===== src/rtl/spi_pkg.sv =====
// Shared definitions for the parametrised SPI receiver: FSM encoding, SPI mode
// constants ({CKP,CPH}) and the sample-edge selection rule.
package spi_pkg;

    localparam logic [1:0] ST_IDLE  = 2'd0;
    localparam logic [1:0] ST_LOAD  = 2'd1;
    localparam logic [1:0] ST_SHIFT = 2'd2;

    typedef enum logic [1:0] {
        IDLE  = ST_IDLE,
        LOAD  = ST_LOAD,
        SHIFT = ST_SHIFT
    } state_t;

    localparam logic [1:0] MODE00 = 2'b00;
    localparam logic [1:0] MODE01 = 2'b01;
    localparam logic [1:0] MODE10 = 2'b10;
    localparam logic [1:0] MODE11 = 2'b11;

    // Data is sampled on the rising SCK edge when CKP and CPH agree.
    function automatic logic sample_on_rising(input logic ckp, input logic cph);
        logic r;
        case ({ckp, cph})
            MODE00, MODE11: r = 1'b1;
            default:        r = 1'b0;
        endcase
        return r;
    endfunction

endpackage


===== src/rtl/spi_sync_edge.sv =====
// Multi-stage synchroniser for an asynchronous pin with rise/fall detection
// against the previous synchronised value.
module spi_sync_edge
    import spi_pkg::*;
#(
    parameter int   SYNC_STAGES = 2,
    parameter logic RST_VAL     = 1'b0
) (
    input  logic clk,
    input  logic rst,
    input  logic din,
    output logic dout,
    output logic rise,
    output logic fall
);

    logic [SYNC_STAGES-1:0] chain;
    logic                   prev;

    always_ff @(posedge clk or negedge rst) begin
        if (!rst) begin
            chain <= {SYNC_STAGES{RST_VAL}};
            prev  <= RST_VAL;
        end else begin
            chain <= {chain[SYNC_STAGES-2:0], din};
            prev  <= chain[SYNC_STAGES-1];
        end
    end

    assign dout = chain[SYNC_STAGES-1];
    assign rise = dout & ~prev;
    assign fall = ~dout & prev;

endmodule


===== src/rtl/spi_receiver_param.sv =====
// Parametrised SPI slave: any frame width, selectable bit order, all four
// CKP/CPH modes, buffered transmit word, abort and underrun reporting.
//
//   state | meaning
//   ------+-------------------------------------------------------------
//   IDLE  | SS released; MISO held at 0, waiting for SS to fall
//   LOAD  | one cycle: copy holding register (or 0 on underrun) to tx shifter
//   SHIFT | shifting bits on SCK edges; word completion and back-to-back reload
module spi_receiver_param
    import spi_pkg::*;
#(
    parameter int DATA_WIDTH  = 8,
    parameter bit LSB_FIRST   = 1'b1,
    parameter int SYNC_STAGES = 2
) (
    input  logic                  clk,
    input  logic                  rst,
    input  logic                  CKP,
    input  logic                  CPH,
    input  logic                  SCK,
    input  logic                  SS,
    input  logic                  MOSI,
    output logic                  MISO,
    input  logic [DATA_WIDTH-1:0] tx_data,
    input  logic                  tx_load,
    output logic                  tx_ready,
    output logic [DATA_WIDTH-1:0] rx_data,
    output logic                  rx_valid,
    output logic                  busy,
    output logic                  abort,
    output logic                  underrun
);

    localparam int              CW       = $clog2(DATA_WIDTH + 1);
    localparam logic [CW-1:0]   CNT_FULL = CW'(DATA_WIDTH);

    state_t                 state, state_nxt;
    logic                   sck_s, sck_rise, sck_fall;
    logic                   ss_s, ss_rise_unused, ss_fall_unused;
    logic [SYNC_STAGES-1:0] mosi_chain;
    logic                   mosi_s;
    logic [DATA_WIDTH-1:0]  hold_q, tx_sr, rx_sr, copy_word;
    logic                   hold_full;
    logic [CW-1:0]          cnt;
    logic                   first_shift;
    logic                   miso_q;
    logic                   sample_rise, sample_edge, shift_edge;
    logic                   copy, reload, word_done, abort_c, leave;

    function automatic logic first_bit(input logic [DATA_WIDTH-1:0] w);
        return LSB_FIRST ? w[0] : w[DATA_WIDTH-1];
    endfunction

    function automatic logic [DATA_WIDTH-1:0] tx_advance(input logic [DATA_WIDTH-1:0] w);
        return LSB_FIRST ? (w >> 1) : (w << 1);
    endfunction

    // Incoming bits enter from the end opposite the bit order so the first
    // bit ends up in its proper position after DATA_WIDTH shifts.
    function automatic logic [DATA_WIDTH-1:0] rx_shift(input logic [DATA_WIDTH-1:0] w,
                                                       input logic b);
        return LSB_FIRST ? {b, w[DATA_WIDTH-1:1]} : {w[DATA_WIDTH-2:0], b};
    endfunction

    spi_sync_edge #(.SYNC_STAGES(SYNC_STAGES), .RST_VAL(1'b0)) u_sync_sck (
        .clk  (clk),
        .rst  (rst),
        .din  (SCK),
        .dout (sck_s),
        .rise (sck_rise),
        .fall (sck_fall)
    );

    // SS resets to the released level so reset never looks like a frame start.
    spi_sync_edge #(.SYNC_STAGES(SYNC_STAGES), .RST_VAL(1'b1)) u_sync_ss (
        .clk  (clk),
        .rst  (rst),
        .din  (SS),
        .dout (ss_s),
        .rise (ss_rise_unused),
        .fall (ss_fall_unused)
    );

    assign mosi_s      = mosi_chain[SYNC_STAGES-1];
    assign sample_rise = sample_on_rising(CKP, CPH);
    assign sample_edge = sample_rise ? sck_rise : sck_fall;
    assign shift_edge  = sample_rise ? sck_fall : sck_rise;
    assign copy_word   = hold_full ? hold_q : '0;

    always_ff @(posedge clk or negedge rst) begin
        if (!rst) state <= IDLE;
        else      state <= state_nxt;
    end

    always_comb begin
        state_nxt = state;
        copy      = 1'b0;
        reload    = 1'b0;
        word_done = 1'b0;
        abort_c   = 1'b0;
        leave     = 1'b0;
        case (state)
            IDLE: begin
                if (!ss_s) state_nxt = LOAD;
            end
            LOAD: begin
                copy      = 1'b1;
                state_nxt = SHIFT;
            end
            SHIFT: begin
                if (cnt == CNT_FULL) begin
                    word_done = 1'b1;
                    if (ss_s) begin
                        leave     = 1'b1;
                        state_nxt = IDLE;
                    end else begin
                        reload = 1'b1;
                        copy   = 1'b1;
                    end
                end else if (ss_s) begin
                    leave     = 1'b1;
                    abort_c   = (cnt != '0);
                    state_nxt = IDLE;
                end
            end
            default: state_nxt = IDLE;
        endcase
    end

    assign busy     = (state != IDLE);
    assign tx_ready = ~hold_full;
    assign MISO     = miso_q;

    always_ff @(posedge clk or negedge rst) begin
        if (!rst) begin
            mosi_chain  <= '0;
            hold_q      <= '0;
            hold_full   <= 1'b0;
            tx_sr       <= '0;
            rx_sr       <= '0;
            rx_data     <= '0;
            rx_valid    <= 1'b0;
            abort       <= 1'b0;
            underrun    <= 1'b0;
            cnt         <= '0;
            first_shift <= 1'b0;
            miso_q      <= 1'b0;
        end else begin
            mosi_chain <= {mosi_chain[SYNC_STAGES-2:0], MOSI};
            rx_valid   <= word_done;
            abort      <= abort_c;
            underrun   <= copy & ~hold_full;

            if (word_done) rx_data <= rx_sr;

            // A copy only happens from a full register, and a write only into
            // an empty one, so a write during an underrun copy stays held.
            if (copy && hold_full) begin
                hold_full <= 1'b0;
            end else if (tx_load && !hold_full) begin
                hold_q    <= tx_data;
                hold_full <= 1'b1;
            end

            if (copy) begin
                tx_sr       <= copy_word;
                cnt         <= '0;
                // On a reload the next shift edge (trailing edge for CPH=0,
                // leading edge for CPH=1) must present bit 0, not advance.
                first_shift <= reload | CPH;
                if (!CPH) miso_q <= first_bit(copy_word);
            end else if (leave) begin
                cnt         <= '0;
                first_shift <= 1'b0;
                miso_q      <= 1'b0;
            end else if (state == SHIFT) begin
                if (sample_edge) begin
                    rx_sr <= rx_shift(rx_sr, mosi_s);
                    cnt   <= cnt + CW'(1);
                end else if (shift_edge) begin
                    if (first_shift) begin
                        miso_q      <= first_bit(tx_sr);
                        first_shift <= 1'b0;
                    end else begin
                        tx_sr  <= tx_advance(tx_sr);
                        miso_q <= first_bit(tx_advance(tx_sr));
                    end
                end
            end
        end
    end

endmodule


===== config.mk =====
export PLATFORM = sky130hd
export DESIGN_NAME = spi_receiver_param
export DESIGN_NICKNAME = d
export VERILOG_FILES = /design/src/rtl/spi_pkg.sv /design/src/rtl/spi_sync_edge.sv /design/src/rtl/spi_receiver_param.sv
export SDC_FILE = /design/constraint.sdc
export NUM_CORES = 1
export LEC_CHECK = 0
export ABC_AREA = 1
export CAP_MARGIN = 20
export CORE_AREA = 8 8 94 79
export CTS_CLUSTER_DIAMETER = 60
export CTS_CLUSTER_SIZE = 28
export DETAILED_ROUTE_END_ITERATION = 8
export DIE_AREA = 0 0 102 87
export GPL_TIMING_DRIVEN = 0
export PLACE_DENSITY = 0.61
export SLEW_MARGIN = 0
export SYNTH_ARGS = -nofsm -noshare
export SYNTH_HDL_FRONTEND = slang
export SYNTH_SLANG_ARGS = --single-unit
export TNS_END_PERCENT = 30

===== constraint.sdc =====
create_clock -name clk -period 2.9 [get_ports clk]
set_input_delay 0.29 -clock clk [delete_from_list [all_inputs] [get_ports clk]]
set_output_delay 0.29 -clock clk [all_outputs]
set_load 0.02 [all_outputs]

# --- Yosys cells after proc, flatten, opt, wreduce, memory -nomap -nowiden ---
# Index checks and enable logic that the tools add are counted.
word_totals:
  register_bits: 51
  word_cells: 101
  inputBits: 16
op_classes:
  n_reduce_logical: 21
  n_addsub: 1
  bitwise_logic: 10
  mux: 42
  n_eq_ne: 11
op_table:
  columns: ["op", "n"]
  rows:
  - ["8-bit two-way mux", 7]
  - ["1-bit two-way mux", 27]
  - ["4-bit two-way mux", 4]
  - ["3-bit nonzero test", 3]
  - ["4-bit AND reduction", 2]
  - ["2-bit nonzero test", 4]
  - ["2-bit by 1-bit != test with 1-bit output (second input constant)", 3]
  - ["2-bit != test (second input constant)", 3]
  - ["1-bit NOT", 6]
  - ["2-bit case mux with 3 select lines", 1]
  - ["2-bit AND reduction", 3]
  - ["5-bit AND reduction", 1]
  - ["4-bit by 1-bit adder with 4-bit output (second input constant)", 1]
  - ["2-bit == test (second input constant)", 2]
  - ["4-bit == test (second input constant)", 1]
  - ["2-bit zero test", 2]
  - ["2-bit two-way mux", 2]
  - ["4-bit nonzero test", 1]
  - ["1-bit AND", 3]
  - ["3-bit by 1-bit != test with 1-bit output (second input constant)", 1]
  - ["3-bit AND reduction", 1]
  - ["2-bit by 1-bit == test with 1-bit output (second input constant)", 1]
  - ["1-bit logical AND", 2]
  - ["1-bit case mux with 2 select lines", 1]
  - ["other kinds (3)", 3]

# --- Depth between registers and ports, before layout ---
# Gate-level depths: netlist of run 1.
depth:
  ltp_word: 9
  depth_mapped: 14
  mapped_depth_nobuf: 13

# --- By module ---
# From an unflattened synthesis of run 1, not the netlist that was laid out.
hier_totals:
  cells_unflattened: 256
  hier_area_um2: 2321.0
modules_own_cells:
  columns: ["mod", "n_inst", "area_per_inst_um2", "cells_each", "seq_area_each_um2"]
  rows:
  - ["spi_receiver_param", 1, 2137.0, 242, 1151.1]
  - ["spi_sync_edge at u_sync_ss", 1, 93.8, 7, 78.8]
  - ["spi_sync_edge at u_sync_sck", 1, 90.1, 7, 75.1]

# --- Worst setup path after synthesis of run 1 ---
# OpenSTA, ideal clock, no wires.
synth_timing:
  path_kind: "flip-flop to flip-flop"
  from: "reg state[0]"
  to: "reg miso_q (netlist: MISO)"
  path_stages_with_launch: 15
  n_path_buf: 1
  required_ps: 2783
  arrival_ps: 1510
  slack_ps: 1273
  synth_period_minus_slack_ps: 1627
  setup_ps: 117
  path_cell_list: "dfrtp_1 -> inv_1 -> ha_1 -> nand2_1 -> inv_1 -> nand3_2 -> nand2_2 -> nand2_2 -> buf_6 -> nand3_2 -> nand2_1 -> inv_1 -> nand2_1 -> nand2_1 -> nand2_1"
synth_via:
  elab_chain_len: 4
  elab_cells_between_ends: 11
  cone_classes: "4 x eq/ne; 4 x mux; 3 x reduce/logical"
synth_rtl:
  columns: ["item", "line", "rtl"]
  rows:
  - ["start, declared", "spi_receiver_param.sv:37", "state_t state, state_nxt;"]
  - ["start signal, assigned", "spi_receiver_param.sv:92", "else state <= state_nxt;"]
  - ["2-bit == test or 2-bit by 1-bit == test with 1-bit output (tied branches)", "spi_receiver_param.sv:102, spi_receiver_param.sv:176", null]
  - ["1-bit case mux with 2 select lines or 1-bit two-way mux (tied branches)", "spi_receiver_param.sv:102", "case (state)"]
  - ["3-bit by 1-bit != test with 1-bit output (no line), or another cell as far along", null, null]
  - ["4-bit AND reduction (no line) or 1-bit two-way mux (tied branches)", null, null]
  - ["end signal, assigned", "spi_receiver_param.sv:171", "if (!CPH) miso_q <= first_bit(copy_word);"]
  - ["end signal, assigned", "spi_receiver_param.sv:182", "miso_q <= first_bit(tx_sr);"]
  - ["end signal, assigned", "spi_receiver_param.sv:186", "miso_q <= first_bit(tx_advance(tx_sr));"]
  - ["end, declared", "spi_receiver_param.sv:46", "logic miso_q;"]
# Parallel ways exist; a longest one is shown, timed or not.
# A chain may end at the register's enable or synchronous reset.

# --- Worst setup path after layout of run 1 ---
layout_timing:
  from: "reg state[0]"
  to: "out busy"
layout_via:
  elab_chain_len: 1
layout_rtl:
  columns: ["item", "line", "rtl"]
  rows:
  - ["2-bit nonzero test", "spi_receiver_param.sv:130", "assign busy = (state != IDLE);"]
  - ["end, declared", "spi_receiver_param.sv:29", "output logic busy,"]
# Every way passes these cells.

==> results of run 1 <==
==> worst paths after layout <==
| path | from | end | slack (ns) | depth (start not counted) |
|---|---|---|---|---|
| setup / recovery | state[0] | busy | 0.95 | 4 |
| hold / removal | mosi_chain[0] | mosi_chain[1] | 0.35 | 0 |
| setup reg to reg | state[0] | MISO | 1.11 | 14 |
| hold reg to reg | mosi_chain[0] | mosi_chain[1] | 0.35 | 0 |
| max in group asynchronous | rst | u_sync_ss.chain[1] | 1.81 | 3 |
| min in group asynchronous | rst | u_sync_sck.chain[0] | 0.49 | 2 |
==> sequential cells by signal (all words and copies together), names as in the netlist, 2 cells and up <==
name	cells
rx_data	8
state	2
tx_sr	8
mosi_chain	2
u_sync_sck.chain	2
rx_sr	8
u_sync_ss.chain	2
cnt	4
hold_q	8
==> layer usage <==
metal	vias up	track usage, %	routed length [µm]
li1	842	-	-
met1	713	14.0	2160
met3	2	2.48	170
met2	24	14.4	1710
met5	-	0	0
met4	0	3.99	38
==> metrics by stage <==
stage | total power [mW] | cell area (µm²) | utilization (%) | hold slack, ns
6_report | 2.82 | 2810 | 46.5 | 0.352
3_3_place_gp | 2.32 | 2670 | 44.1 | 0.333
3_5_place_dp | 2.36 | 2690 | 44.4 | 0.304
5_1_grt | 3.08 | 2810 | 46.5 | 0.364
4_1_cts | 2.86 | 2810 | 46.5 | 0.354
2_1_floorplan | 2.00 | 2280 | - | -0.00559
==> worst max-delay path, cell delays in order (launching register included) <==
cell and delay, ns:
sky130_fd_sc_hd__dfrtp_1 0.38, sky130_fd_sc_hd__inv_1 0.10, sky130_fd_sc_hd__ha_1 0.23, sky130_fd_sc_hd__inv_1 0.06
sky130_fd_sc_hd__clkdlybuf4s50_1 0.60
==> power by group <==
| group | total [mW] | leakage [nW] | internal [mW] | switching, mW |
|---|---|---|---|---|
| logic | 1.21 | 0.715 | 0.492 | 0.718 |
| clock network | 0.491 | 0.0548 | 0.260 | 0.231 |
| registers | 1.12 | 0.653 | 0.968 | 0.151 |
| total | 2.82 | 1.42 | 1.72 | 1.10 |
==> what timing repair did <==
item                      CTS  global route
hold buffers                1             0
setup buffers               0             0
hold endpoints to repair   20             0
==> cell usage after synthesis (2+ instances only) <==
master | n | area share, %
sky130_fd_sc_hd__dfstp_2 | 2 | 2.3
sky130_fd_sc_hd__mux2_2 | 8 | 4.0
sky130_fd_sc_hd__ha_1 | 7 | 3.8
sky130_fd_sc_hd__dfrtp_1 | 49 | 54
sky130_fd_sc_hd__o21ai_1 | 6 | 1.3
sky130_fd_sc_hd__a21oi_1 | 2 | 0.44
sky130_fd_sc_hd__nand2_1 | 96 | 16
sky130_fd_sc_hd__nand2_2 | 3 | 0.82
sky130_fd_sc_hd__inv_1 | 22 | 3.6
sky130_fd_sc_hd__o21ai_0 | 8 | 1.8
sky130_fd_sc_hd__nand3_1 | 20 | 4.4
sky130_fd_sc_hd__nor2_4 | 2 | 0.99
sky130_fd_sc_hd__nor2_1 | 6 | 0.99
sky130_fd_sc_hd__buf_6 | 2 | 0.99
sky130_fd_sc_hd__nand3_2 | 2 | 0.88
==> logic make-up (layout without fill, tap and decap cells) <==
logic type / Yosys count / count (layout) / share of synthesized area (%)
simple gates: 130 / 130 / 24.8
xor+xnor: 2 / 2 / 0.770
flops: 51 / 51 / 56.2
mux: 8 / 8 / 3.96
fa+ha+maj: 7 / 7 / 3.85
compound gates: 19 / 19 / 5.11
buf+inv: 27 / 66 / 5.33
==> layout make-up <==
type                       count  area [µm²]  share of cell area, %
buffer                         4        35.0                   1.25
clock buffer                   5        68.8                   2.45
clock inverter                 3        46.3                   1.65
inverter                      23        86.3                   3.07
multi-input combinational    166         876                   31.2
sequential                    51        1280                   45.5
tap                           84         105                   3.74
timing repair buffer          31         315                   11.2
==> impl_metrics.csv, run 1 <==
group,metric,value,unit
die,floorplan.core_area,6050,µm²
grt,maximum_number_of_pins_on_one_net_before_global_route_repair,31,
placement,globalplace.congestion,0.756,
layout,area_growth_syn_to_layout,23.5,%
timing,slew-limit-headroom,64.9,%
routing,avgViaCountPerCell,4.31,
die,fp-row-count,26,
cts,cts_tree,"built",
synth,avgSynthCellArea,9.33,µm²
cts,clock-root-buffer,"sky130_fd_sc_hd__clkbuf_8",
grt,number_of_global_route_vias_before_repair,1565,
routing,routed_wire_length_per_instance,11.1,µm
min_path,timing.hold.worst.class,"flop to flop",
die,die_x,102,µm
layout,fin_cells,367,
layout,post_route_cells_drive_above_1_share,12.4,%
placement,detailedPlace.worstSlack,0.942,ns
die,ios,30,
cts,cts_buffer_depth,2,
layout,finish.net_count,305,
synth,ys_seq_elements,51,
cts,num_clock_sinks,51,
synth,ys_dominant_reg_cell,"sky130_fd_sc_hd__dfrtp_1",
setup_path,critical_path_arrival,1.66,ns
die,floorplan.initialDensity,37.6,%
timing,report.final.setup_viol,0,
grt,antenna_found_initial,0,
placement,place.detailed.hpwl,3090,µm
timing,timing.setup.tns,0,ns
grt,wire_length_of_the_first_global_routing_pass,7130,µm
power,power-per-cell-area,1000,nW/µm²
routing,drt-initial-drc-count,71,
routing,wl,4080,µm
timing,final.setup_skew,0.0136,ns
timing,layout_setup_ws,0.952,ns
routing,first_pass_iters,4,
cts,cts_inserted_buffers,5,
synth,netlist_instances,244,
timing,final_max_slew_viol_count,0,
layout,most-common-layout-cells,"sky130_fd_sc_hd__nand2_1 (96), sky130_fd_sc_hd__dfrtp_1 (49), sky130_fd_sc_hd__clkdlybuf4s50_1 (28)",
grt,global_route.overflow_total,0,
routing,detailroute.via_count,1581,
run_status,status,"complete, no violations",
placement,i_o_buffers,29,
timing,report.final.hold_viol_count,0,
power,worst_vdd_drop,0.399,mV
setup_path,start_kind,"flop",
synth,synth.distinct_cells,24,
timing,final_period_minus_worst_setup_slack,1.95,ns
cts,clkLatencyLatePin,0.30,ns
cts,clk_pin_slew,0.08,ns
power,leakagePower,1.42,nW
die,vertical_die_dimension,87,µm
cts,htree_num_levels,2,
die,floorplan.die_area,8870,µm²
setup_path,worst-endpoint-required,2.61,ns
timing,grt_setup_unrepaired,"no",
layout,antennaDiodeCount,0,
placement,placed_cells_incl_taps,358,
routing,route.antenna.remaining_nets,0,
timing,max_slew.worst_pin.slew,0.527,ns
setup_path,crit_type,"flop to output pin",
timing,timing.fmax,513,MHz
synth,post_synth_instance_area,2280,µm²
layout,num-fill-cells,608,
grt,groute.usage.overall,10.1,%
setup_path,worstSetupEndpointType,"output pin",
layout,layout.cells.most_common,"sky130_fd_sc_hd__nand2_1",
cts,cts_repair_resize_count,0,
synth,async_sr_flop_fraction,100,%
synth,synth.net_count,267,
timing,fraction_of_the_cycle_the_final_worst_path_needs,67.2,%
routing,route.detailed.drc,0,
synth,synth.yosys.seq_area_share,56.2,%
synth,synth_enable_flop_cells,0,
synth,total_of_warnings_raised_by_yosys,0,
setup_path,crit_fanout,4,
flow_run,drv.max_cap_violation_count,0,
(Power assumes the default switching activity.)
==> run 2: changes to the inputs <==
Settings changed: PLACE_DENSITY 0.61 to 0.63.
Clock period 2.9 ns to 1.7 ns, I/O delays scaled along.
==> impl_metrics.csv, run 2 (synthesis results as in run 1) <==
group,metric,value,unit
run_status,status,"complete, no violations",
grt,antenna_found_initial,0,
power,worst_vdd_drop,0.608,mV
setup_path,worstSetupEndpointType,"flop",
setup_path,critical_path_arrival,1.88,ns
timing,report.final.setup_viol,0,
layout,post-route-cell-area,2940,µm²
layout,area_growth_syn_to_layout,29.0,%
layout,post_route_cells_drive_above_1_share,18.5,%
die,ios,30,
die,floorplan.die_area,8870,µm²
placement,detailedPlace.worstSlack,-0.140,ns
routing,route.detailed.drc,0,
timing,fraction_of_the_cycle_the_final_worst_path_needs,99.3,%
routing,first_pass_iters,4,
routing,routed_wire_length_per_instance,11.5,µm
setup_path,critical-path-slowest-cell,"sky130_fd_sc_hd__dfrtp_1",
setup_path,worst-endpoint-required,1.89,ns
setup_path,start_kind,"flop",
cts,clock-root-buffer,"sky130_fd_sc_hd__clkbuf_8",
die,fp-row-count,26,
timing,slew-limit-headroom,64.1,%
layout,layout.cells.most_common,"sky130_fd_sc_hd__nand2_1",
timing,timing.fmax,592,MHz
layout,antennaDiodeCount,0,
setup_path,r2r.worst_path.cells,9,
timing,report.final.hold_viol_count,0,
timing,layout_setup_ws,0.0120,ns
setup_path,crit_end,"rx_sr[2]",
timing,final_period_minus_worst_setup_slack,1.69,ns
timing,final_max_slew_viol_count,0,
placement,placed_area,2690,µm²
grt,number_of_global_route_vias_before_repair,1564,
layout,most-common-layout-cells,"sky130_fd_sc_hd__nand2_1 (95), sky130_fd_sc_hd__dfrtp_1 (49), sky130_fd_sc_hd__clkdlybuf4s50_1 (26)",
routing,route.antenna.remaining_nets,0,
cts,cts_tree,"built",
power,leakagePower,1.47,nW
setup_path,crit_fanout,10,
grt,global_route.overflow_total,0,
setup_path,worst_path_largest_cell_delay,0.39,ns
grt,wire_length_of_the_first_global_routing_pass,7190,µm
timing,final.setup_skew,0.00867,ns
placement,placed_cells_incl_taps,358,
placement,globalplace.congestion,0.752,
routing,detailroute.via_count,1677,
die,floorplan.initialDensity,37.6,%
die,vertical_die_dimension,87,µm
cts,htree_num_levels,2,
placement,i_o_buffers,29,
setup_path,critPathLaunch,"state[0]",
timing,grt_setup_unrepaired,"yes",
timing,timing.setup.tns,0,ns
grt,groute.usage.overall,10.2,%
layout,finish.net_count,315,
setup_path,crit_type,"flop to flop",
cts,cts_inserted_buffers,5,
timing,max_slew.worst_pin.slew,0.538,ns
cts,num_clock_sinks,51,
grt,maximum_number_of_pins_on_one_net_before_global_route_repair,30,
routing,drt-initial-drc-count,42,
placement,place.detailed.hpwl,3110,µm
cts,clkLatencyLatePin,0.30,ns
min_path,timing.hold.worst.class,"input port to flop",
setup_path,crit_chain,"buf_4 -> ha_1 -> inv_2 -> nand2_4 -> a21boi_4 -> o21ai_2 -> buf_6 -> nand3_1 -> nand2_1",
die,die_x,102,µm
setup_path,register_to_register_path_setup_slack,0.01,ns
flow_run,drv.max_cap_violation_count,0,
cts,clk_pin_slew,0.08,ns
layout,fin_cells,376,
die,floorplan.core_area,6050,µm²
setup_path,launch_point_of_the_worst_reg_to_reg_path,"state[0]",
cts,cts_buffer_depth,2,
routing,wl,4320,µm
power,power-per-cell-area,1750,nW/µm²
timing,whs,0.278,ns
setup_path,worst_r2r_endpoint,"rx_sr[2]",
routing,avgViaCountPerCell,4.46,
==> run 2: changes by cell type in the layout (fill, tap and decap cells not counted), moves of 2 or more <==
cell	delta
sky130_fd_sc_hd__buf_4	+8
sky130_fd_sc_hd__inv_1	-6
sky130_fd_sc_hd__inv_2	+6
sky130_fd_sc_hd__clkdlybuf4s50_1	-2
sky130_fd_sc_hd__dlygate4sd2_1	+2
sky130_fd_sc_hd__ha_1	-2
sky130_fd_sc_hd__nand2_4	+2
sky130_fd_sc_hd__o21ai_0	-2
sky130_fd_sc_hd__o21ai_1	+2
==> run 2: worst min-delay path by stage <==
stage                     slack (ns)             endpoint           startpoint  cells after the start
after floorplan                -0.13                 MISO                  rst                      0
after global placement          0.33  u_sync_sck.chain[1]  u_sync_sck.chain[0]                      0
after detailed placement        0.19        mosi_chain[0]                  rst                      1
after CTS                       0.27   u_sync_ss.chain[0]                   SS                      1
after global routing            0.26   u_sync_ss.chain[0]                   SS                      1
final                           0.28   u_sync_ss.chain[0]                   SS                      1
==> run 2: layout make-up <==
| cell class | count | area (µm²) |
|---|---|---|
| Multi-Input combinational cell | 166 | 921 |
| Fill cell | 611 | 3110 |
| Clock inverter | 1 | 30.0 |
| Buffer | 4 | 38.8 |
| Tap cell | 84 | 105 |
| Sequential cell | 51 | 1280 |
| Timing Repair Buffer | 41 | 400 |
| Inverter | 23 | 90.1 |
| Clock buffer | 6 | 72.6 |
==> run 2: worst max-delay path: cells and delay by family, from the launching register on <==
kind,cells,cell delay [ns]
buf+inv,3,0.42
fa+ha+maj,1,0.21
simple gates,3,0.20
compound gates,2,0.35
flops,1,0.39
==> run 2: report_power, final <==
part | total, mW | internal [mW] | switching [mW]
registers | 1.90 | 1.65 | 0.244
logic | 2.46 | 1.09 | 1.37
clock network | 0.799 | 0.432 | 0.368
==> run 2: metal layers <==
metal  part of all wire [%]  global-route usage [%]
met1                     49                    13.5
met2                     44                    14.8
met3                    4.8                    2.96
met4                    2.2                    5.19
met5                      0                       0
==> run 2: stage by stage <==
step                total power, mW  utilization (%)
finish                         5.15             48.5
global route                   5.58             48.5
CTS                            4.88             46.6
detailed placement             4.02             44.4
global placement               3.95             44.1
floorplan                      3.40                -
==> run 2: what timing repair did <==
action | in CTS | in global routing
hold buffers | 1 | 0
pin swaps | 0 | 7
hold endpoints to repair | 21 | 0
setup endpoints to repair | 32 | 30
buffers inserted | 3 | 7
gates resized for setup | 4 | 17
